### src/rtl/spu_pkg.sv
// Shared constants and types for the SPU even-pipe result writeback path.
package spu_pkg;

  localparam int DATA_W  = 128;
  localparam int ADDR_W  = 7;
  localparam int NUM_FWD = 3;

  typedef struct packed {
    logic              valid;
    logic [ADDR_W-1:0] rt;
    logic [DATA_W-1:0] data;
  } pipe_entry_t;

  typedef logic [2:0] latency_t;

endpackage

### src/rtl/spu_fwd_match.sv
// One forwarding lookup port: priority match of an RT address over the
// in-flight result slots. The highest matching slot wins because it is the
// last one to write back, so it holds the youngest value for that register.
// Only built when SPU_RESULT_FWD_EN is defined.
`ifdef SPU_RESULT_FWD_EN
module spu_fwd_match
  import spu_pkg::*;
#(
  parameter int DEPTH = 8
) (
  input  pipe_entry_t       slots [DEPTH],
  input  logic [ADDR_W-1:0] lookup_addr,
  output logic              hit,
  output logic [DATA_W-1:0] data
);

  // Scan low to high so a later (higher-index) match overrides earlier ones.
  always_comb begin
    hit  = 1'b0;
    data = '0;
    for (int i = 0; i < DEPTH; i++) begin
      if (slots[i].valid && (slots[i].rt == lookup_addr)) begin
        hit  = 1'b1;
        data = slots[i].data;
      end
    end
  end

endmodule
`endif

### src/rtl/spu_result_pipe.sv
// Writeback delay pipe for the even-pipe execute unit. A result issued with
// latency code L lands in slot L and shifts down one slot per cycle, reaching
// the register-file write port (slot 0) L+1 cycles after issue.
// Optional feature macro: SPU_RESULT_FWD_EN adds the operand forwarding ports.
module spu_result_pipe
  import spu_pkg::*;
#(
  parameter int DEPTH = 8
) (
  input  logic              clk,
  input  logic              rst_n,
  input  logic              in_valid,
  output logic              in_ready,
  input  logic [ADDR_W-1:0] in_rt,
  input  logic [DATA_W-1:0] in_result,
  input  latency_t          in_latency,
  input  logic              flush,
  output logic              wb_en,
  output logic [ADDR_W-1:0] wb_addr,
  output logic [DATA_W-1:0] wb_data,
  output logic              busy,
  output logic              collision_err,
  output logic              lat_err
`ifdef SPU_RESULT_FWD_EN
  ,
  input  logic [NUM_FWD*ADDR_W-1:0] fwd_addr,
  output logic [NUM_FWD-1:0]        fwd_hit,
  output logic [NUM_FWD*DATA_W-1:0] fwd_data
`endif
);

  pipe_entry_t slot_q [DEPTH];
  pipe_entry_t slot_d [DEPTH];
  logic        collision_q, collision_d;
  logic        lat_err_q, lat_err_d;

  latency_t    lat_clamped;
  logic        lat_over;
  logic        slot_free;
  logic        accept;

  // Clamp out-of-range latency codes to the deepest slot.
  always_comb begin
    lat_over    = (int'(in_latency) > (DEPTH - 1));
    lat_clamped = lat_over ? latency_t'(DEPTH - 1) : in_latency;
  end

  // Target slot is free when the entry about to shift into it is empty.
  always_comb begin
    slot_free = 1'b1;
    for (int i = 1; i < DEPTH; i++) begin
      if ((int'(lat_clamped) + 1) == i) slot_free = !slot_q[i].valid;
    end
    in_ready = slot_free && !flush;
    accept   = in_valid && in_ready;
  end

  // Next pipe state: shift down, optionally kill everything, then insert.
  always_comb begin
    for (int i = 0; i < DEPTH - 1; i++) slot_d[i] = slot_q[i+1];
    slot_d[DEPTH-1] = '0;
    if (flush) begin
      for (int i = 0; i < DEPTH; i++) slot_d[i].valid = 1'b0;
    end
    if (accept) begin
      for (int i = 0; i < DEPTH; i++) begin
        if (i == int'(lat_clamped)) begin
          slot_d[i].valid = 1'b1;
          slot_d[i].rt    = in_rt;
          slot_d[i].data  = in_result;
        end
      end
    end
  end

  // Error flags: collision is sticky, latency error is a one-cycle pulse.
  always_comb begin
    collision_d = collision_q || (in_valid && !in_ready && !flush);
    lat_err_d   = accept && lat_over;
  end

  // Pipe and error-flag registers.
  always_ff @(posedge clk or negedge rst_n) begin
    if (!rst_n) begin
      for (int i = 0; i < DEPTH; i++) slot_q[i] <= '0;
      collision_q <= 1'b0;
      lat_err_q   <= 1'b0;
    end else begin
      for (int i = 0; i < DEPTH; i++) slot_q[i] <= slot_d[i];
      collision_q <= collision_d;
      lat_err_q   <= lat_err_d;
    end
  end

  // Any in-flight entry keeps the unit busy.
  always_comb begin
    busy = 1'b0;
    for (int i = 0; i < DEPTH; i++) busy = busy | slot_q[i].valid;
  end

  assign wb_en         = slot_q[0].valid;
  assign wb_addr       = slot_q[0].rt;
  assign wb_data       = slot_q[0].data;
  assign collision_err = collision_q;
  assign lat_err       = lat_err_q;

`ifdef SPU_RESULT_FWD_EN
  for (genvar k = 0; k < NUM_FWD; k++) begin : g_fwd
    spu_fwd_match #(.DEPTH(DEPTH)) u_fwd_match (
      .slots       (slot_q),
      .lookup_addr (fwd_addr[k*ADDR_W +: ADDR_W]),
      .hit         (fwd_hit[k]),
      .data        (fwd_data[k*DATA_W +: DATA_W])
    );
  end
`endif

endmodule

### config.mk
export PLATFORM = sky130hd
export DESIGN_NAME = spu_result_pipe
export DESIGN_NICKNAME = d
export VERILOG_FILES = /design/src/rtl/spu_pkg.sv /design/src/rtl/spu_fwd_match.sv /design/src/rtl/spu_result_pipe.sv
export SDC_FILE = /design/constraint.sdc
export NUM_CORES = 1
export LEC_CHECK = 0
export CORE_ASPECT_RATIO = 0.5
export CORE_MARGIN = 1.5
export CORE_UTILIZATION = 50
export DETAILED_ROUTE_END_ITERATION = 6
export PLACE_DENSITY = 0.81
export SKIP_CTS_REPAIR_TIMING = 1
export SLEW_MARGIN = 10
export SYNTH_ARGS = -nofsm -noshare
export SYNTH_HDL_FRONTEND = slang
export SYNTH_SLANG_ARGS = --single-unit
### constraint.sdc
create_clock -name clk -period 2.4 [get_ports clk]
set_clock_uncertainty 0.1 [all_clocks]
set_input_delay 0.48 -clock clk [delete_from_list [all_inputs] [get_ports clk]]
set_output_delay 0.48 -clock clk [all_outputs]
set_load 0.1 [all_outputs]
Word level (Yosys, flattened, before mapping):

Index checks and enable logic that the tools add are counted.

* muxes and demuxes: 23
* bitwise logic cells: 7
* $add $sub $neg: 1
* equality and inequality tests: 14
* reductions and logical operators: 15

Operators by type and width (count)
* 1088-bit two-way mux: 1
* 136-bit two-way mux: 8
* 32-bit by 4-bit equality test with 1-bit output (second input constant): 3
* 32-bit by 3-bit equality test with 1-bit output (second input constant): 2
* 32-bit by 2-bit equality test with 1-bit output (second input constant): 1
* 1-bit two-way mux: 14
* 3-bit equality test (first input constant): 4
* 1-bit zero test: 9
* 1-bit OR: 7
* 2-bit by 3-bit equality test with 1-bit output (first input constant): 2
* 3-bit by 1-bit adder with 4-bit output (second input constant): 1
* 4-bit by 3-bit equality test with 1-bit output (second input constant): 1
* 1-bit logical AND: 4
* 1-bit by 3-bit equality test with 1-bit output (first input constant): 1
* 3-bit zero test: 1
* 1-bit logical OR: 1

* logic and storage cells: 85
* register bits after elaboration: 1089
* output and inout bits: 140
* input bits: 142

Longest topological paths before layout:

Gate-level depths: netlist of the first run.

* depth after elaboration: 14
* depth in mapped cells: 11

Worst setup path after synthesis of the first run:

Ideal clock, no wire load.

* path type: input -> output
* from: in in_latency[0]
* to: out in_ready
* cell stages on the path: 7
* data required time: 1.820 ns
* data arrival time: 2.812 ns
* path buffers: 1
* setup slack: -0.992 ns
* cell sequence: buf_4 nand2_1 inv_1 ha_1 o32ai_2 nor3_1 nor2_1

* cells in the longest elaborated chain, start to end: 10

RTL lines
* start, declared: line spu_result_pipe.sv:16 `input latency_t in_latency,`
* 3-bit by 1-bit adder with 4-bit output (*): line spu_result_pipe.sv:52 `if ((int'(lat_clamped) + 1) == i) slot_free = !slot_q[i].valid;`
* 32-bit by 2-bit equality test with 1-bit output: line spu_result_pipe.sv:52
* 1-bit two-way mux (6 in series): line spu_result_pipe.sv:52
* 1-bit two-way mux (*): line spu_result_pipe.sv:52
* 1-bit logical AND (*): line spu_result_pipe.sv:54 `in_ready = slot_free && !flush;`
* end, declared: line spu_result_pipe.sv:13 `output logic in_ready,`

Mark *: on every way between the ends. The rest lies on a longest branch, timed or not.

Worst setup path after layout of the first run:

* from: reg slot_q[135] (netlist name)
* to: out in_ready

* cells in the longest elaborated chain, start to end: 3

RTL lines (line)
* 1-bit zero test: spu_result_pipe.sv:52
* 1-bit two-way mux: spu_result_pipe.sv:52
* 1-bit logical AND: spu_result_pipe.sv:54

No other way between the ends.

==> results of run 1 <==
area by class of cell:
type,instances,share of cell area [%]
Sequential cell,1089,56.0
Antenna cell,2,0.0103
Tap cell,1087,2.79
Timing Repair Buffer,451,9.52
Multi-Input combinational cell,1127,25.0
Clock buffer,138,5.75
Inverter,3,0.0283
Clock inverter,31,0.930
flip-flops by register name, indices dropped and copies added, names as in the netlist:
name           count
slot_q           952
wb_data          128
wb_addr            7
collision_err      1
wb_en              1
worst paths after layout:
path                                  startpoint                endpoint  slack [ps]  cells past startpoint
setup / recovery           slot_q[135]$_DFF_PN0_                in_ready        -110                      5
min in group clk           slot_q[272]$_DFF_PN0_   slot_q[408]$_DFF_PN0_         340                      1
setup reg to reg           slot_q[815]$_DFF_PN0_   wb_data[40]$_DFF_PN0_           0                      6
hold / removal                             rst_n   slot_q[736]$_DFF_PN0_         250                      2
hold reg to reg            slot_q[272]$_DFF_PN0_   slot_q[408]$_DFF_PN0_         340                      1
max in group asynchronous                  rst_n  wb_data[123]$_DFF_PN0_        1020                      4
cells in the final DEF, fill, tap and decap left out, types with 4 or more instances in the layout:
cell type           n
a21o_1              8
a31oi_4             6
and2_1            135
buf_12             71
buf_4             237
bufinv_16          10
clkbuf_1           19
clkbuf_16          97
clkbuf_8           22
clkdlybuf4s50_1   137
clkinv_2           13
clkinvlp_4          4
dfrtp_1          1088
mux2_1            456
mux2_2            450
mux2_4             39
nand2_1             6
where the power goes:
group          internal (mW)  switching, mW  total (mW)
Sequential              19.0          0.208        19.2
Combinational           1.15           2.31        3.46
Clock                   9.18           6.61        15.8
cells by family (layout without fill, tap and decap cells):
family | count (synthesis) | after routing | share of synthesized area, %
AOI/OAI and AO/OA | 20 | 20 | 0.475
adders and majority gates | 2 | 2 | 0.0612
buffers and inverters | 259 | 623 | 4.33
DFF | 1089 | 1089 | 66.7
muxes | 947 | 947 | 26.1
other | 1 | 3 | 0.00918
and+or+nand+nor | 157 | 157 | 2.35
per-stage QoR:
stage	area [um2]	utilization (%)	power, mW	setup TNS, ps	hold WS (ps)
final	48700	60.7	38.5	-169	253
after global routing	48700	60.7	39.8	-488	268
after CTS	48600	60.6	38.9	-53700	-352
after detailed placement	45300	56.5	23.0	-785640	339
after global placement	45300	56.5	23.0	-736600	334
after floorplan	41200	-	21.7	-4440	84.4
worst max-delay path, stage by stage, from the launching register on:
cell and delay [ps]:
dfrtp_2 460, o32ai_4 350, buf_6 150, nor3_4 40, nor2_4 110, buf_12 180
per-layer routing:
metal  vias to the layer above  global-route usage, %  share of wire (%)
li1                       8920                      -                  -
met5                         -                      0              0.035
met3                       109                   3.33                2.6
met1                     10835                   23.8                 42
met2                       232                   33.7                 53
met4                         4                   5.10                2.1
==> summary.json, run 1 <==
{
  "yosys": {
    "yosysMostFrequentCell": "dfrtp_1",
    "synth_warnings": 0,
    "synth.top_cell.area_share_pct": 66.7,
    "synth_cell_type_count": 29,
    "seq_area_frac_synth_pct": 66.7,
    "synth-seq-cells": 1089,
    "synth.largest_area_cell": "dfrtp_1",
    "post_synth_inst_count": 2475,
    "synth_fp_nets": 2619,
    "synthesis.area_mm2": 0.0409,
    "synth_top_cells_by_area": "dfrtp_1, mux2_1, mux2_2",
    "synth_commonest_cells": "dfrtp_1, mux2_1, mux2_2",
    "synth-edff-count": 0,
    "synth_area_per_cell_um2": 16.5,
    "synth-async-reset-ratio_pct": 100,
    "top_flip_flop_cell_by_instance_count_after_synthesis": "dfrtp_1"
  },
  "die": {
    "initial_util_pct": 51.0,
    "die_height_um": 205,
    "fp.coreArea_mm2": 0.0802,
    "num_rows": 73,
    "fp.dieArea_mm2": 0.0836,
    "die-width_um": 407,
    "ios": 282
  },
  "sta": {
    "clock.fmax_ghz": 0.398,
    "finalHoldViolations": 0,
    "worst-slew-pin-transition_ps": 524,
    "min_period_ps": 2510,
    "post-route-period-util_pct": 105,
    "grt_setup_unrepaired": "true",
    "final-max-slew-violation-count": 0,
    "setup_viol": 2,
    "setup_slack_ps": -113,
    "maxSlewHeadroom_pct": 65.0
  },
  "clock_tree": {
    "clk-insertion-delay-late_ps": 650,
    "clock_tree_from_tritoncts": "built",
    "htree_num_levels": 3,
    "tritoncts.num_buffers": 93,
    "root_buffer_master": "clkbuf_16",
    "cts_sinks": 1089,
    "ctsLongestPathBuffers": 3,
    "clkTransAtPathRegs_ps": 70
  },
  "place": {
    "post-place-ws_ps": -809,
    "gp_routability_congestion": 0.795,
    "place_hpwl_um": 48500,
    "dpl.cell_count": 3744,
    "input_output_buffers": 280
  },
  "drt": {
    "detailed_router_iteration_count_before_antenna_repair": 6,
    "drcViolationCount": 0,
    "wirelength_um": 77800,
    "via_count": 20100,
    "viasPerCell": 5.12,
    "detail_route.wl_per_cell_um": 19.8,
    "drt-initial-drc-count": 954,
    "drtAntennaViolNets": 0
  },
  "cells_and_area": {
    "multi_input_area_mm2": 0.0122,
    "syn2layout_area_growth_pct": 19.2,
    "n_fill_cell": 5722,
    "area.sequential_mm2": 0.0273,
    "design.final.nets": 2909,
    "finalNonFillerCells": 3928,
    "drive_gt1_share_pct": 34.3
  },
  "critical_path": {
    "crit_path_max_fanout": 4,
    "worst_ep_arrival_ps": 1930,
    "criticalPathCategory": "reg2out",
    "startpoint_type": "register",
    "setup.worst_path.end_class": "output pin",
    "cp.required_ps": 1820
  },
  "pwr": {
    "power.static_leakage_nw": 25.1,
    "power-per-cell-area_mw_per_mm2": 790,
    "power.ir.vdd_worst_mv": 0.513
  },
  "min_path": {
    "holdCritPathClass": "in2async"
  },
  "global_routing": {
    "grt_first_pass_wirelength_um": 125000,
    "grt_max_degree": 104,
    "first_global_vias": 22208,
    "overflow": 0,
    "grt.total_usage_pct": 18.9,
    "antenna_found_initial": 4
  },
  "run": {
    "cap_viol_max_count": 0
  },
  "outcome": {
    "violations": "setup timing",
    "outcome": "finished, violations left"
  }
}
Power figures use the tool's default switching activity.
==> run 2: changes to the inputs <==
--- a/config.mk
+++ b/config.mk
@@ -5,12 +5,13 @@
 export SDC_FILE = /design/constraint.sdc
 export NUM_CORES = 1
 export LEC_CHECK = 0
+export CAP_MARGIN = 25
 export CORE_ASPECT_RATIO = 0.5
 export CORE_MARGIN = 1.5
 export CORE_UTILIZATION = 50
 export DETAILED_ROUTE_END_ITERATION = 6
+export HOLD_SLACK_MARGIN = 0.06
 export PLACE_DENSITY = 0.81
-export SKIP_CTS_REPAIR_TIMING = 1
 export SLEW_MARGIN = 10
 export SYNTH_ARGS = -nofsm -noshare
 export SYNTH_HDL_FRONTEND = slang
==> run 2 against run 1 <==
Count of clock-buffer cells in the layout stayed put. Largest cell class unchanged. Critical path type unchanged. Clock power hardly changed. Design area is 0.18% higher. Die area stayed put. Critical path depth stayed put. Non-clock buffer count is 7 higher. Sequential power hardly changed. The run still ends with setup timing left. Worst setup slack better by 53 ps. Highest routed layer unchanged. Largest power group unchanged.
==> summary.json, run 2 (synthesis results as in run 1) <==
{
  "drt": {
    "detailed_router_iteration_count_before_antenna_repair": 4,
    "met2RoutedLength_um": 41900,
    "viasPerCell": 5.13,
    "detail_route.wl_per_cell_um": 20.0,
    "met3_length_um": 2070,
    "routed.top_layer": "met5",
    "via_count": 20173,
    "drt-initial-drc-count": 981,
    "drcViolationCount": 0,
    "wirelength_met1_um": 33000,
    "wirelength_um": 78600,
    "drtAntennaViolNets": 0
  },
  "die": {
    "num_rows": 73,
    "ios": 282,
    "die_height_um": 205,
    "die-width_um": 407,
    "fp.coreArea_mm2": 0.0802,
    "fp.dieArea_mm2": 0.0836,
    "initial_util_pct": 51.0
  },
  "outcome": {
    "violations": "setup timing",
    "outcome": "finished, violations left"
  },
  "clock_tree": {
    "clock_tree_from_tritoncts": "built",
    "clkTransAtPathRegs_ps": 70,
    "htree_num_levels": 3,
    "tritoncts.num_buffers": 93,
    "cts_sinks": 1089,
    "root_buffer_master": "clkbuf_16",
    "ctsLongestPathBuffers": 3,
    "clk-insertion-delay-late_ps": 650
  },
  "sta": {
    "min_period_ps": 2460,
    "final-max-slew-violation-count": 0,
    "setup_slack_ps": -59.6,
    "post-route-period-util_pct": 102,
    "clock.fmax_ghz": 0.407,
    "maxSlewHeadroom_pct": 63.8,
    "finalHoldViolations": 0,
    "final.hold.worst_slack_ps": 257,
    "grt_setup_unrepaired": "true",
    "worst-slew-pin-transition_ps": 543,
    "setup_viol": 1
  },
  "global_routing": {
    "first_global_vias": 22247,
    "grt_max_degree": 104,
    "grt.total_usage_pct": 19.0,
    "grt_first_pass_wirelength_um": 126000,
    "antenna_found_initial": 4,
    "overflow": 0
  },
  "pwr": {
    "power-per-cell-area_mw_per_mm2": 790,
    "power.ir.vdd_worst_mv": 0.513,
    "power.total_mw": 38.5,
    "power.static_leakage_nw": 25.2
  },
  "place": {
    "dpl-instance-area_mm2": 0.0453,
    "post-place-ws_ps": -809,
    "place_hpwl_um": 48500,
    "input_output_buffers": 280,
    "gp_routability_congestion": 0.795
  },
  "critical_path": {
    "crit_path_max_fanout": 2,
    "cells_along_the_critical_path": "mux2i_2 -> o211a_4 -> nor3_4 -> nor2_4 -> buf_12",
    "criticalPathCategory": "reg2out",
    "setup.worst_path.end_class": "output pin",
    "worst_ep_arrival_ps": 1880,
    "worst_path_max_delay_cell": "dfrtp_1",
    "startpoint_type": "register",
    "critical-path-max-stage-delay_ps": 380,
    "cp.required_ps": 1820
  },
  "cells_and_area": {
    "stdcell_area_mm2": 0.0488,
    "largest-register": "slot_q",
    "layout_commonest_cell": "dfrtp_1",
    "design.final.nets": 2917,
    "max_reg_flops": 952,
    "utilization_pct": 60.8,
    "drive_gt1_share_pct": 34.7,
    "syn2layout_area_growth_pct": 19.4,
    "layout_common_cells": "dfrtp_1, mux2_1, mux2_2"
  },
  "run": {
    "cap_viol_max_count": 0
  },
  "min_path": {
    "holdCritPathClass": "in2async"
  }
}
==> run 2: cell count changes in the layout (fill, tap and decap cells not counted), sizes merged <==
cell and change:
o311a +1, dlygate4sd2 +1, clkbuf -1, dlymetal6s2s -2, buf +9
==> run 2: worst paths after layout <==
path,from,end,cells past startpoint,slack [ps]
hold reg to reg,slot_q[272]$_DFF_PN0_,slot_q[408]$_DFF_PN0_,1,340
min in group clk,slot_q[272]$_DFF_PN0_,slot_q[408]$_DFF_PN0_,1,340
setup / recovery,slot_q[815]$_DFF_PN0_,in_ready,5,-60
setup reg to reg,slot_q[815]$_DFF_PN0_,slot_q[801]$_DFF_PN0_,8,70
max in group asynchronous,rst_n,wb_data[40]$_DFF_PN0_,3,1010
hold / removal,rst_n,slot_q[600]$_DFF_PN0_,2,260
==> run 2: where the power goes <==
group	total (mW)	internal (mW)	switching (mW)	leakage, nW
logic	3.49	1.16	2.32	8.59
clock network	15.8	9.18	6.62	1.59
registers	19.2	19.0	0.209	15.0
==> run 2: layout make-up <==
cell class | instances | area, um2
diodes | 2 | 5.00
clock buffers | 138 | 2800
clock inverters | 31 | 453
fillers | 5697 | 31400
inverters | 3 | 13.8
multi-input cells | 1128 | 12200
flip-flops and latches | 1089 | 27300
well taps | 1087 | 1360
repair buffers | 458 | 4680
==> run 2: metal layers <==
layer  track usage [%]  vias up
met4              5.25        4
met3              3.33      110
met2              33.9      239
li1                  -     8944
met1              23.9    10876
met5                 0        -
==> run 2: what timing repair did <==
action | CTS | global route
endpoints found under the setup margin | 797 | 42
gates cloned | 0 | 1
hold buffers | 1 | 0
pin swaps | 6 | 9
hold endpoints to repair | 93 | 0
setup buffers | 7 | 15
resized for setup | 18 | 9
==> run 2: critical path, delay by kind of cell, from the launching register on <==
family / cells / cell delay, ps
buffers and inverters: 1 / 160
muxes: 1 / 100
DFF: 1 / 380
AOI/OAI and AO/OA: 1 / 260
and+or+nand+nor: 2 / 310
==> run 2: metrics by stage <==
step	cells	setup TNS, ps
2_1_floorplan	2475	-4440
3_3_place_gp	3744	-736600
3_5_place_dp	3744	-785640
4_1_cts	3920	-227
5_1_grt	3935	-184
6_report	3936	-59.6
